## src/rtl/tetris_pkg.sv

```systemverilog
// Shared Tetris definitions: board geometry, game FSM states and the lock-stage state encoding.
package tetris_pkg;

  localparam int ROWS = 20;
  localparam int COLS = 10;

  typedef enum logic [2:0] {
    INIT, SPAWN, FALLING, ROTATE, STUCK, LANDED, EVAL, GAMEOVER
  } game_state_t;

  typedef enum logic [1:0] {
    IDLE  = 2'd0,
    MERGE = 2'd1,
    DONE  = 2'd2
  } lock_state_t;

endpackage

```

## src/rtl/piece_lock_if.sv

```systemverilog
// Bundle between the game FSM (master) and the piece lock stage (slave).
interface piece_lock_if;
  import tetris_pkg::*;

  // lock_req/lock_ready: a lock is accepted on a rising edge where both are 1;
  // the piece and board fields must be valid on that edge and are not used afterwards.
  logic                       lock_req;
  logic                       lock_ready;
  logic [3:0][3:0]            piece_mask;
  logic signed [5:0]          piece_row;
  logic signed [4:0]          piece_col;
  logic [ROWS-1:0][COLS-1:0]  board_in;
  logic [ROWS-1:0][COLS-1:0]  stored_array;
  logic                       lock_done;
  logic                       overlap_err;
  logic                       oob_err;
  logic                       topout;

  modport master (
    output lock_req, piece_mask, piece_row, piece_col, board_in,
    input  lock_ready, stored_array, lock_done, overlap_err, oob_err, topout
  );

  modport slave (
    input  lock_req, piece_mask, piece_row, piece_col, board_in,
    output lock_ready, stored_array, lock_done, overlap_err, oob_err, topout
  );

endinterface

```

## src/rtl/piece_lock_row_merge.sv

```systemverilog
// Combinational merge of one 4-cell mask nibble into one board row at a signed column offset.
module row_merge
  import tetris_pkg::*;
(
  input  logic [COLS-1:0]   row_in,
  input  logic [3:0]        nibble,
  input  logic signed [4:0] piece_col,
  output logic [COLS-1:0]   row_out,
  output logic              overlap,
  output logic              oob
);

  logic signed [6:0] col;

  always_comb begin
    row_out = row_in;
    overlap = 1'b0;
    oob     = 1'b0;
    col     = '0;
    for (int c = 0; c < 4; c++) begin
      col = {{2{piece_col[4]}}, piece_col} + 7'(c);
      if (nibble[c]) begin
        if (col < 7'sd0 || col >= 7'(COLS)) begin
          oob = 1'b1;
        end else begin
          if (row_in[col[3:0]]) overlap = 1'b1;
          row_out[col[3:0]] = 1'b1;
        end
      end
    end
  end

endmodule

```

## src/rtl/piece_lock.sv

```systemverilog
// Merges a landed 4x4 piece into the settled board one mask row per cycle and
// reports overlap, wall and top-out flags for the line-clear stage.
module piece_lock
  import tetris_pkg::*;
(
  input  logic              clk,
  input  logic              reset,
  piece_lock_if.slave       bus,
  output lock_state_t       state_dbg
);

  localparam logic [1:0] S_IDLE  = 2'd0;
  localparam logic [1:0] S_MERGE = 2'd1;
  localparam logic [1:0] S_DONE  = 2'd2;

  logic [1:0]                state;
  logic [1:0]                ri;
  logic [3:0][3:0]           mask_q;
  logic signed [5:0]         prow_q;
  logic signed [4:0]         pcol_q;
  logic [ROWS-1:0][COLS-1:0] work;
  logic [ROWS-1:0][COLS-1:0] work_next;
  logic [ROWS-1:0][COLS-1:0] stored_q;
  logic                      ov_w, oob_w, top_w;
  logic                      ov_q, oob_q, top_q;

  logic signed [6:0] trow;
  logic              row_neg, row_hi, row_ok;
  logic [4:0]        row_sel;
  logic [3:0]        nib;
  logic [COLS-1:0]   merged;
  logic              row_ovl, col_oob;
  logic              ov_n, oob_n, top_n;

  // Target row decode; out-of-range rows still feed the column check so a
  // cell above the top and outside a wall raises both flags.
  always_comb begin
    trow    = {prow_q[5], prow_q} + {5'b0, ri};
    row_neg = trow < 7'sd0;
    row_hi  = !row_neg && (trow >= 7'(ROWS));
    row_ok  = !row_neg && !row_hi;
    row_sel = row_ok ? trow[4:0] : 5'd0;
    nib     = mask_q[ri];
  end

  row_merge u_row_merge (
    .row_in    (work[row_sel]),
    .nibble    (nib),
    .piece_col (pcol_q),
    .row_out   (merged),
    .overlap   (row_ovl),
    .oob       (col_oob)
  );

  always_comb begin
    work_next = work;
    if (row_ok) work_next[row_sel] = merged;
    ov_n  = ov_w  | (row_ok & row_ovl);
    oob_n = oob_w | col_oob | (row_hi & (|nib));
    top_n = top_w | (row_neg & (|nib));
  end

  always_ff @(posedge clk) begin
    if (!reset) begin
      state    <= S_IDLE;
      ri       <= '0;
      mask_q   <= '0;
      prow_q   <= '0;
      pcol_q   <= '0;
      work     <= '0;
      stored_q <= '0;
      ov_w     <= 1'b0;
      oob_w    <= 1'b0;
      top_w    <= 1'b0;
      ov_q     <= 1'b0;
      oob_q    <= 1'b0;
      top_q    <= 1'b0;
    end else begin
      case (state)
        S_IDLE: begin
          if (bus.lock_req) begin
            mask_q <= bus.piece_mask;
            prow_q <= bus.piece_row;
            pcol_q <= bus.piece_col;
            work   <= bus.board_in;
            ri     <= '0;
            ov_w   <= 1'b0;
            oob_w  <= 1'b0;
            top_w  <= 1'b0;
            ov_q   <= 1'b0;
            oob_q  <= 1'b0;
            top_q  <= 1'b0;
            state  <= S_MERGE;
          end
        end
        S_MERGE: begin
          work  <= work_next;
          ov_w  <= ov_n;
          oob_w <= oob_n;
          top_w <= top_n;
          ri    <= ri + 2'd1;
          if (ri == 2'd3) begin
            stored_q <= work_next;
            ov_q     <= ov_n;
            oob_q    <= oob_n;
            top_q    <= top_n;
            state    <= S_DONE;
          end
        end
        S_DONE:  state <= S_IDLE;
        default: state <= S_IDLE;
      endcase
    end
  end

  assign bus.lock_ready   = (state == S_IDLE);
  assign bus.lock_done    = (state == S_DONE);
  assign bus.stored_array = stored_q;
  assign bus.overlap_err  = ov_q;
  assign bus.oob_err      = oob_q;
  assign bus.topout       = top_q;
  assign state_dbg        = lock_state_t'(state);

endmodule

```

## src/flat_wrapper.sv

```systemverilog
// flat-port wrapper written by rule: the top's interface ports become plain ports
module piece_lock_flat import tetris_pkg::*;
  (clk, reset, state_dbg, bus_lock_req, bus_piece_mask, bus_piece_row, bus_piece_col, bus_board_in, bus_lock_ready, bus_stored_array, bus_lock_done, bus_overlap_err, bus_oob_err, bus_topout);
  piece_lock_if bus_i ();
  input  logic clk;
  input  logic reset;
  output lock_state_t state_dbg;
  input wire logic [$bits(bus_i.lock_req)-1:0] bus_lock_req;
  input wire logic [$bits(bus_i.piece_mask)-1:0] bus_piece_mask;
  input wire logic [$bits(bus_i.piece_row)-1:0] bus_piece_row;
  input wire logic [$bits(bus_i.piece_col)-1:0] bus_piece_col;
  input wire logic [$bits(bus_i.board_in)-1:0] bus_board_in;
  output wire logic [$bits(bus_i.lock_ready)-1:0] bus_lock_ready;
  output wire logic [$bits(bus_i.stored_array)-1:0] bus_stored_array;
  output wire logic [$bits(bus_i.lock_done)-1:0] bus_lock_done;
  output wire logic [$bits(bus_i.overlap_err)-1:0] bus_overlap_err;
  output wire logic [$bits(bus_i.oob_err)-1:0] bus_oob_err;
  output wire logic [$bits(bus_i.topout)-1:0] bus_topout;
  assign bus_i.lock_req = bus_lock_req;
  assign bus_i.piece_mask = bus_piece_mask;
  assign bus_i.piece_row = bus_piece_row;
  assign bus_i.piece_col = bus_piece_col;
  assign bus_i.board_in = bus_board_in;
  assign bus_lock_ready = bus_i.lock_ready;
  assign bus_stored_array = bus_i.stored_array;
  assign bus_lock_done = bus_i.lock_done;
  assign bus_overlap_err = bus_i.overlap_err;
  assign bus_oob_err = bus_i.oob_err;
  assign bus_topout = bus_i.topout;
  piece_lock u_core (.clk(clk), .reset(reset), .bus(bus_i), .state_dbg(state_dbg));
endmodule
```

## config.mk

```make
export PLATFORM = sky130hd
export DESIGN_NAME = piece_lock_flat
export DESIGN_NICKNAME = d
export VERILOG_FILES = /design/src/rtl/tetris_pkg.sv /design/src/rtl/piece_lock_if.sv /design/src/rtl/piece_lock_row_merge.sv /design/src/rtl/piece_lock.sv /design/src/flat_wrapper.sv
export SDC_FILE = /design/constraint.sdc
export NUM_CORES = 1
export LEC_CHECK = 0
export ABC_AREA = 1
export BUFFER_PORTS_ARGS = -buffer_cell sky130_fd_sc_hd__buf_2
export CAP_MARGIN = 20
export CORE_MARGIN = 1.5
export CORE_UTILIZATION = 56
export DETAILED_ROUTE_END_ITERATION = 6
export PLACE_DENSITY_LB_ADDON = 0.08
export SLEW_MARGIN = 40
export SYNTH_ARGS = -nofsm -noshare
export SYNTH_HDL_FRONTEND = slang
export SYNTH_HIERARCHICAL = 1
export SYNTH_SLANG_ARGS = --single-unit
```

## constraint.sdc

```tcl
create_clock -name clk -period 5.3 [get_ports clk]
set_input_delay 0.53 -clock clk [delete_from_list [all_inputs] [get_ports clk]]
set_output_delay 0.53 -clock clk [all_outputs]
set_load 0.03 [all_outputs]
```

# Yosys cells after proc, flatten, opt, wreduce, memory -nomap -nowiden
# Index checks and enable logic that the tools add are counted.
# totals
ff_bits	437
in_bits	230
out_inout_bits	207
word_cells	187
# op_classes
add_sub_neg	5
n_lt_le_gt_ge	21
eq_ne	5
muxes	70
bitwise	11
reduce_logical	21
# ops
op	count
$mux 200	2
$pmux 200 s2	1
$bwmux 200	1
$mux 10	10
$bmux 10 s5	1
$demux 10 s5	1
$or 10x10->10	4
$mux 1	32
$lt 4x5->1 const B	4
$ge 6x5->1 const B	3
$lt 6x1->1 const B	3
$bmux 1 s4	4
$demux 1 s4	4
$ge 4x1->1 const B	4
$add 5x3->6 const B	2
$pmux 1 s2	6
$bmux 4 s2	1
$pmux 2 s2	2
$reduce_and 2->1	4
$add 6x3->7	1
$ge 7x6->1 const B	1
$logic_and 1x1->1	7
$lt 7x1->1 const B	1
$add 5x2->6 const B	1
other kinds (21)	33

# Logic depth before layout (Yosys ltp)
# logic_depth
depth_word	27
depth_mapped	33
mapped_depth_nobuf	31

# Hierarchy
# Netlist, hierarchy kept.
# modules_own_cells
mod	instances	cells_per_inst	area_per_inst_um2	seq_area_each_um2
piece_lock	1	3289	22039.9	8748.4
row_merge	1	268	1286.2	0.0

# Least setup slack after synthesis
# No wires, ideal clock.
# synth_timing
path_kind	register -> register
start	register u_core.ri[1]
end	register u_core/work[154] in the netlist's numbering
setup_ps	70
arrival_time_ps	3806
required_time_ps	5230
slack_ps	1423
stages_incl_launch_ff	31
n_path_buf	5
synth_period_minus_slack_ps	3877
cell_sequence	dfxtp_1 clkbuf_1 inv_1 fa_1 inv_2 nand3_2 nand2_1 inv_2 nand2_4 nand2_4 nor2_8 nand2_8 clkinv_4 buf_6 buf_6 nand2_1 nand3_1 nand2_1 nand2_1 nor2_1 nand2_1 a31oi_1 nand2_1 inv_1 o21ai_1 inv_1 nand2_1 clkbuf_1 clkbuf_1 o211ai_1 a21oi_1
# synth_via
elab_chain_cells	24
word_cells_on_any_way	32
classes_between	add/sub: 1; order compare: 4; mux: 18; bitwise: 4; reduce/logical: 5
# synth_rtl
element	line	rtl
start: declaration	piece_lock.sv:17	logic [1:0] ri;
start signal: assignment	piece_lock.sv:101	ri <= ri + 2'd1;
$add 6x3->7	piece_lock.sv:38	trow = {prow_q[5], prow_q} + {5'b0, ri};
$lt 7x1->1	piece_lock.sv:39	row_neg = trow < 7'sd0;
$logic_not 1->1	piece_lock.sv:40, piece_lock.sv:41	
$logic_and 1x1->1	piece_lock.sv:40	row_hi = !row_neg && (trow >= 7'(ROWS));
$logic_not 1->1	piece_lock.sv:41	row_ok = !row_neg && !row_hi;
$logic_and 1x1->1	piece_lock.sv:41	
$mux 5	piece_lock.sv:42	row_sel = row_ok ? trow[4:0] : 5'd0;
$bmux 10 s5	piece_lock.sv:47	.row_in (work[row_sel]),
(+9 left out)	--	
$mux 10	piece_lock_row_merge.sv:22	if (nibble[c]) begin
$or 10x10->10 (no line)	--	
$mux 10	piece_lock_row_merge.sv:23	if (col < 7'sd0 || col >= 7'(COLS)) begin
$mux 10 (*)	piece_lock_row_merge.sv:22	
net u_core.merged[4]	piece_lock.sv:31	logic [COLS-1:0] merged;
$bwmux 200 (*)	piece_lock.sv:57	if (row_ok) work_next[row_sel] = merged;
$mux 200 (*)	piece_lock.sv:57	
$pmux 200 s2 (*)	piece_lock.sv:79	case (state)
end signal: assignment	piece_lock.sv:85	work <= bus.board_in;
end signal: assignment	piece_lock.sv:97	work <= work_next;
end: declaration	piece_lock.sv:21	logic [ROWS-1:0][COLS-1:0] work;
# Mark *: on every way through the listed nets, which the timed path passes. The rest lies on a longest branch. The select of a mux whose other input is x is not followed.
# A chain may end at the register's enable or synchronous reset.

# Worst setup path after layout
# layout_timing
start	register u_core.ri[1]
end	register u_core/work[73] in the netlist's numbering
# Same word-level chain as after synthesis.

==> flow_summary.yaml <==
yosys:
  synthArstFlopShare: 0
  ys.flop_type: "dfxtp_1"
  syn_nets: 3800
  synth_edf_count: 0
  yosysSeqAreaShare: 0.3750
  syn_inst: 3557
  synth_seq_cells: 437
  synth_area_um2: 23330
  synth.avg_cell_area_um2: 6.558
  yosysUniqueCellTypes: 47
  yosysWarnings: 6
die:
  fp.dieW_um: 207.1
  die_h_um: 207.1
  core_area_um2: 40920
  num_rows: 74
  ios: 437
  dieArea_um2: 42890
  initial_utilization: 0.5700
worst_setup_path:
  regToRegEndpoint: "u_core/work[73]"
  cpLargestDelayFamily: "simple AND/OR/NAND/NOR gates"
  r2r_slack_ps: 100
  crit_buf_inv: 5
  crit_arrival_ps: 5680
  crit_top_cell: "nand2_1"
  crit_required_ps: 5780
  end_kind: "flip-flop"
  cpPeakStageDelay_ps: 560
  start_kind: "flip-flop"
  worstSetupPathType: "reg -> reg"
  r2r_start: "u_core/ri[1]"
  critical_path_peak_fanout: 23
  reg2regPathDepth: 26
  crit_slowest_cell: "fa_1"
grt:
  antenna_found_initial: 0
  grt.total_usage: 0.4267
  grt_max_degree: 168
  grt_pass1_wl_um: 144200
  grt_pass1_vias: 24629
  grt_overflow_total: 0
route:
  via_per_inst: 6.141
  drc: 0
  first_pass_iters: 6
  routed_wl_um: 96190
  ant_nets: 0
  vias: 26998
  routedWlPerCell_um: 21.88
  drt_iter0_drc: 4123
place:
  port_buffers: 436
  hpwlAfterDp_um: 66350
  gp_congestion: 0.9989
run_status:
  outcome: "finished clean"
timing:
  worst_slew_pin_slew_ps: 913.2
  finalHoldViolations: 0
  setup_viol: 0
  fmax_mhz: 192.3
  period_minus_slack_ps: 5200
  setup_tns_ps: 0
  rsz0062_at_grt: "false"
  fin_crit_sh: 0.9810
  drv_slew: 0
  skew_ps: 21.13
  relSlewSlack: 0.3912
power_and_ir_drop:
  powerDensity_nw_per_um2: 335.6
  ir_drop_v: 0.0002956
  power_uw: 9126
  p_leak_uw: 0.01247
cts:
  cts_buffer_depth: 3
  cts_buffers: 47
  htreeDepth: 2
  clk_pin_slew_worst_paths_ps: 60
  cts_tree: "done"
  cts_root_buf: "clkbuf_16"
  clkLatencyLatePin_ps: 600
  cts.sinks: 437
layout:
  final_nets: 4072
  antennaDiodeCount: 0
  layout-drive-gt1-share: 0.1661
  areaGrowthSynthToFinish_pct: 16.59
min_path:
  min_path_cells: 3
  hold_path_class: "in -> reg"
  worstHoldStart: "bus_piece_mask[8]"
  hold_path_end: "u_core/mask_q[8]"
job:
  drv_cap: 0
-- Yosys cell counts, drive strengths merged (2+ instances only) --
| cell type | number | area [µm²] |
|---|---|---|
| nand4 | 19 | 133.9 |
| a31oi | 8 | 50.05 |
| xor2 | 2 | 43.80 |
| a22o | 3 | 26.28 |
| ha | 12 | 150.1 |
| nor3 | 6 | 30.03 |
| clkinv | 5 | 25.02 |
| inv | 378 | 1429 |
| o22ai | 2 | 12.51 |
| clkbuf | 197 | 739.5 |
| o21bai | 4 | 30.03 |
| o211ai | 123 | 923.4 |
| nand3 | 325 | 1682 |
| o21ai | 582 | 2924 |
| dfxtp | 437 | 8748 |
| nand2 | 795 | 3085 |
| o211a | 2 | 20.02 |
| a21oi | 207 | 1036 |
| buf | 74 | 429.2 |
| nor2 | 303 | 1236 |
| o21a | 65 | 488.0 |
| a32oi | 3 | 26.28 |
-- power by group --
group / switching (µW) / internal (µW)
combinational: 1580 / 567
clock: 1410 / 2020
sequential: 118 / 3440
-- worst reg2reg max path, cell delays in order, from the launching register on --
cell	delay (ps)
dfxtp_1	540
inv_1	170
fa_1	560
inv_2	100
nand3_1	60
nand2_1	90
nand2_1	120
inv_2	130
nand2_4	120
nand3_4	230
inv_2	140
nand2_4	240
nor2_1	80
nor2_1	300
nand2_1	100
nand2_1	110
nand2_1	130
nor2_1	280
nand2_1	150
nor2_1	130
o21ai_0	90
nor2_1	110
nand2_1	290
buf_12	310
o21ai_0	250
nor2_1	60
o21a_1	190
-- cells by family (layout without fill, tap and decap cells) --
kind of cell    after synthesis  count (layout)  share of synthesized area
compound gates             1001            1001                     0.2383
fa+ha+maj                    13              13                   0.007295
simple gates               1449            1449                     0.2647
xor+xnor                      3               3                   0.002253
buf+inv                     654             961                     0.1124
flops                       437             437                     0.3750
-- what timing repair did --
item | 4_1_cts | 5_1_grt
endpoints found under the setup margin | 0 | 62
buffers inserted | 0 | 3
gates resized for setup | 0 | 4
hold buffers | 0 | 0
hold endpoints to repair | 0 | 0
-- area by class of cell --
type | count | area, µm²
fillers | 3707 | 13730
clock inverters | 9 | 128.9
flip-flops and latches | 437 | 8748
repair buffers | 494 | 2728
clock buffers | 75 | 1454
well taps | 532 | 665.6
inverters | 383 | 1481
multi-input cells | 2466 | 11990
-- state kept, by name (all words and copies together) (netlist names) --
name	cells
u_core/work	200
u_core/pcol_q	5
u_core/top_w	1
u_core/bus.overlap_err	1
u_core/bus.stored_array	200
u_core/mask_q	16
u_core/bus.oob_err	1
u_core/oob_w	1
u_core/state_dbg	2
u_core/prow_q	6
u_core/ov_w	1
u_core/bus.topout	1
u_core/ri	2
-- cell usage in the layout, fill, tap and decap left out, types with 4 or more instances in the layout --
cell,n
nand3_1,317
inv_6,7
o21ai_0,536
a31oi_1,8
nor3_1,6
inv_1,362
nand2_4,8
inv_2,10
nand3_2,6
o211ai_1,123
a21oi_1,207
clkbuf_8,13
clkbuf_1,13
buf_6,8
o21a_1,65
nor2_1,288
buf_2,435
nand4_1,18
o21bai_1,4
ha_1,12
o21ai_1,43
nor2_4,7
nor2_2,5
clkbuf_16,49
clkinv_2,4
nand2_2,18
buf_12,4
dfxtp_1,437
buf_4,45
nand2_1,768
-- routing by layer --
layer  share of wire  GRT usage
met1            0.39     0.5849
met2            0.44     0.6614
met3            0.12    0.06610
met4           0.047     0.1952
met5               0          0
-- through the flow --
step	setup WS, ps	util	cell area, µm²	hold slack (ps)	cells
detailed placement	124.3	0.6240	25540	447.3	4308
global route	0.5733	0.6645	27200	205.2	4396
global placement	269.9	0.6234	25510	439.6	4308
floorplan	1423	-	23330	424.6	3557
finish	100.5	0.6645	27200	194.8	4396
CTS	109.3	0.6627	27120	184.6	4392
-- worst max path at each step --
stage                  from                     endpoint  slack, ps  cells after the start
3_5_place_dp   u_core/ri[1]  u_core/bus.stored_array[35]        120                     25
4_1_cts        u_core/ri[1]  u_core/bus.stored_array[35]        110                     25
5_1_grt        u_core/ri[1]              u_core/work[63]        0.6                     27
3_3_place_gp   u_core/ri[1]  u_core/bus.stored_array[35]        270                     25
6_report       u_core/ri[1]              u_core/work[73]        100                     26
2_1_floorplan  u_core/ri[1]             u_core/work[154]       1420                     30
No activity file was read; power rests on OpenSTA's default activity.
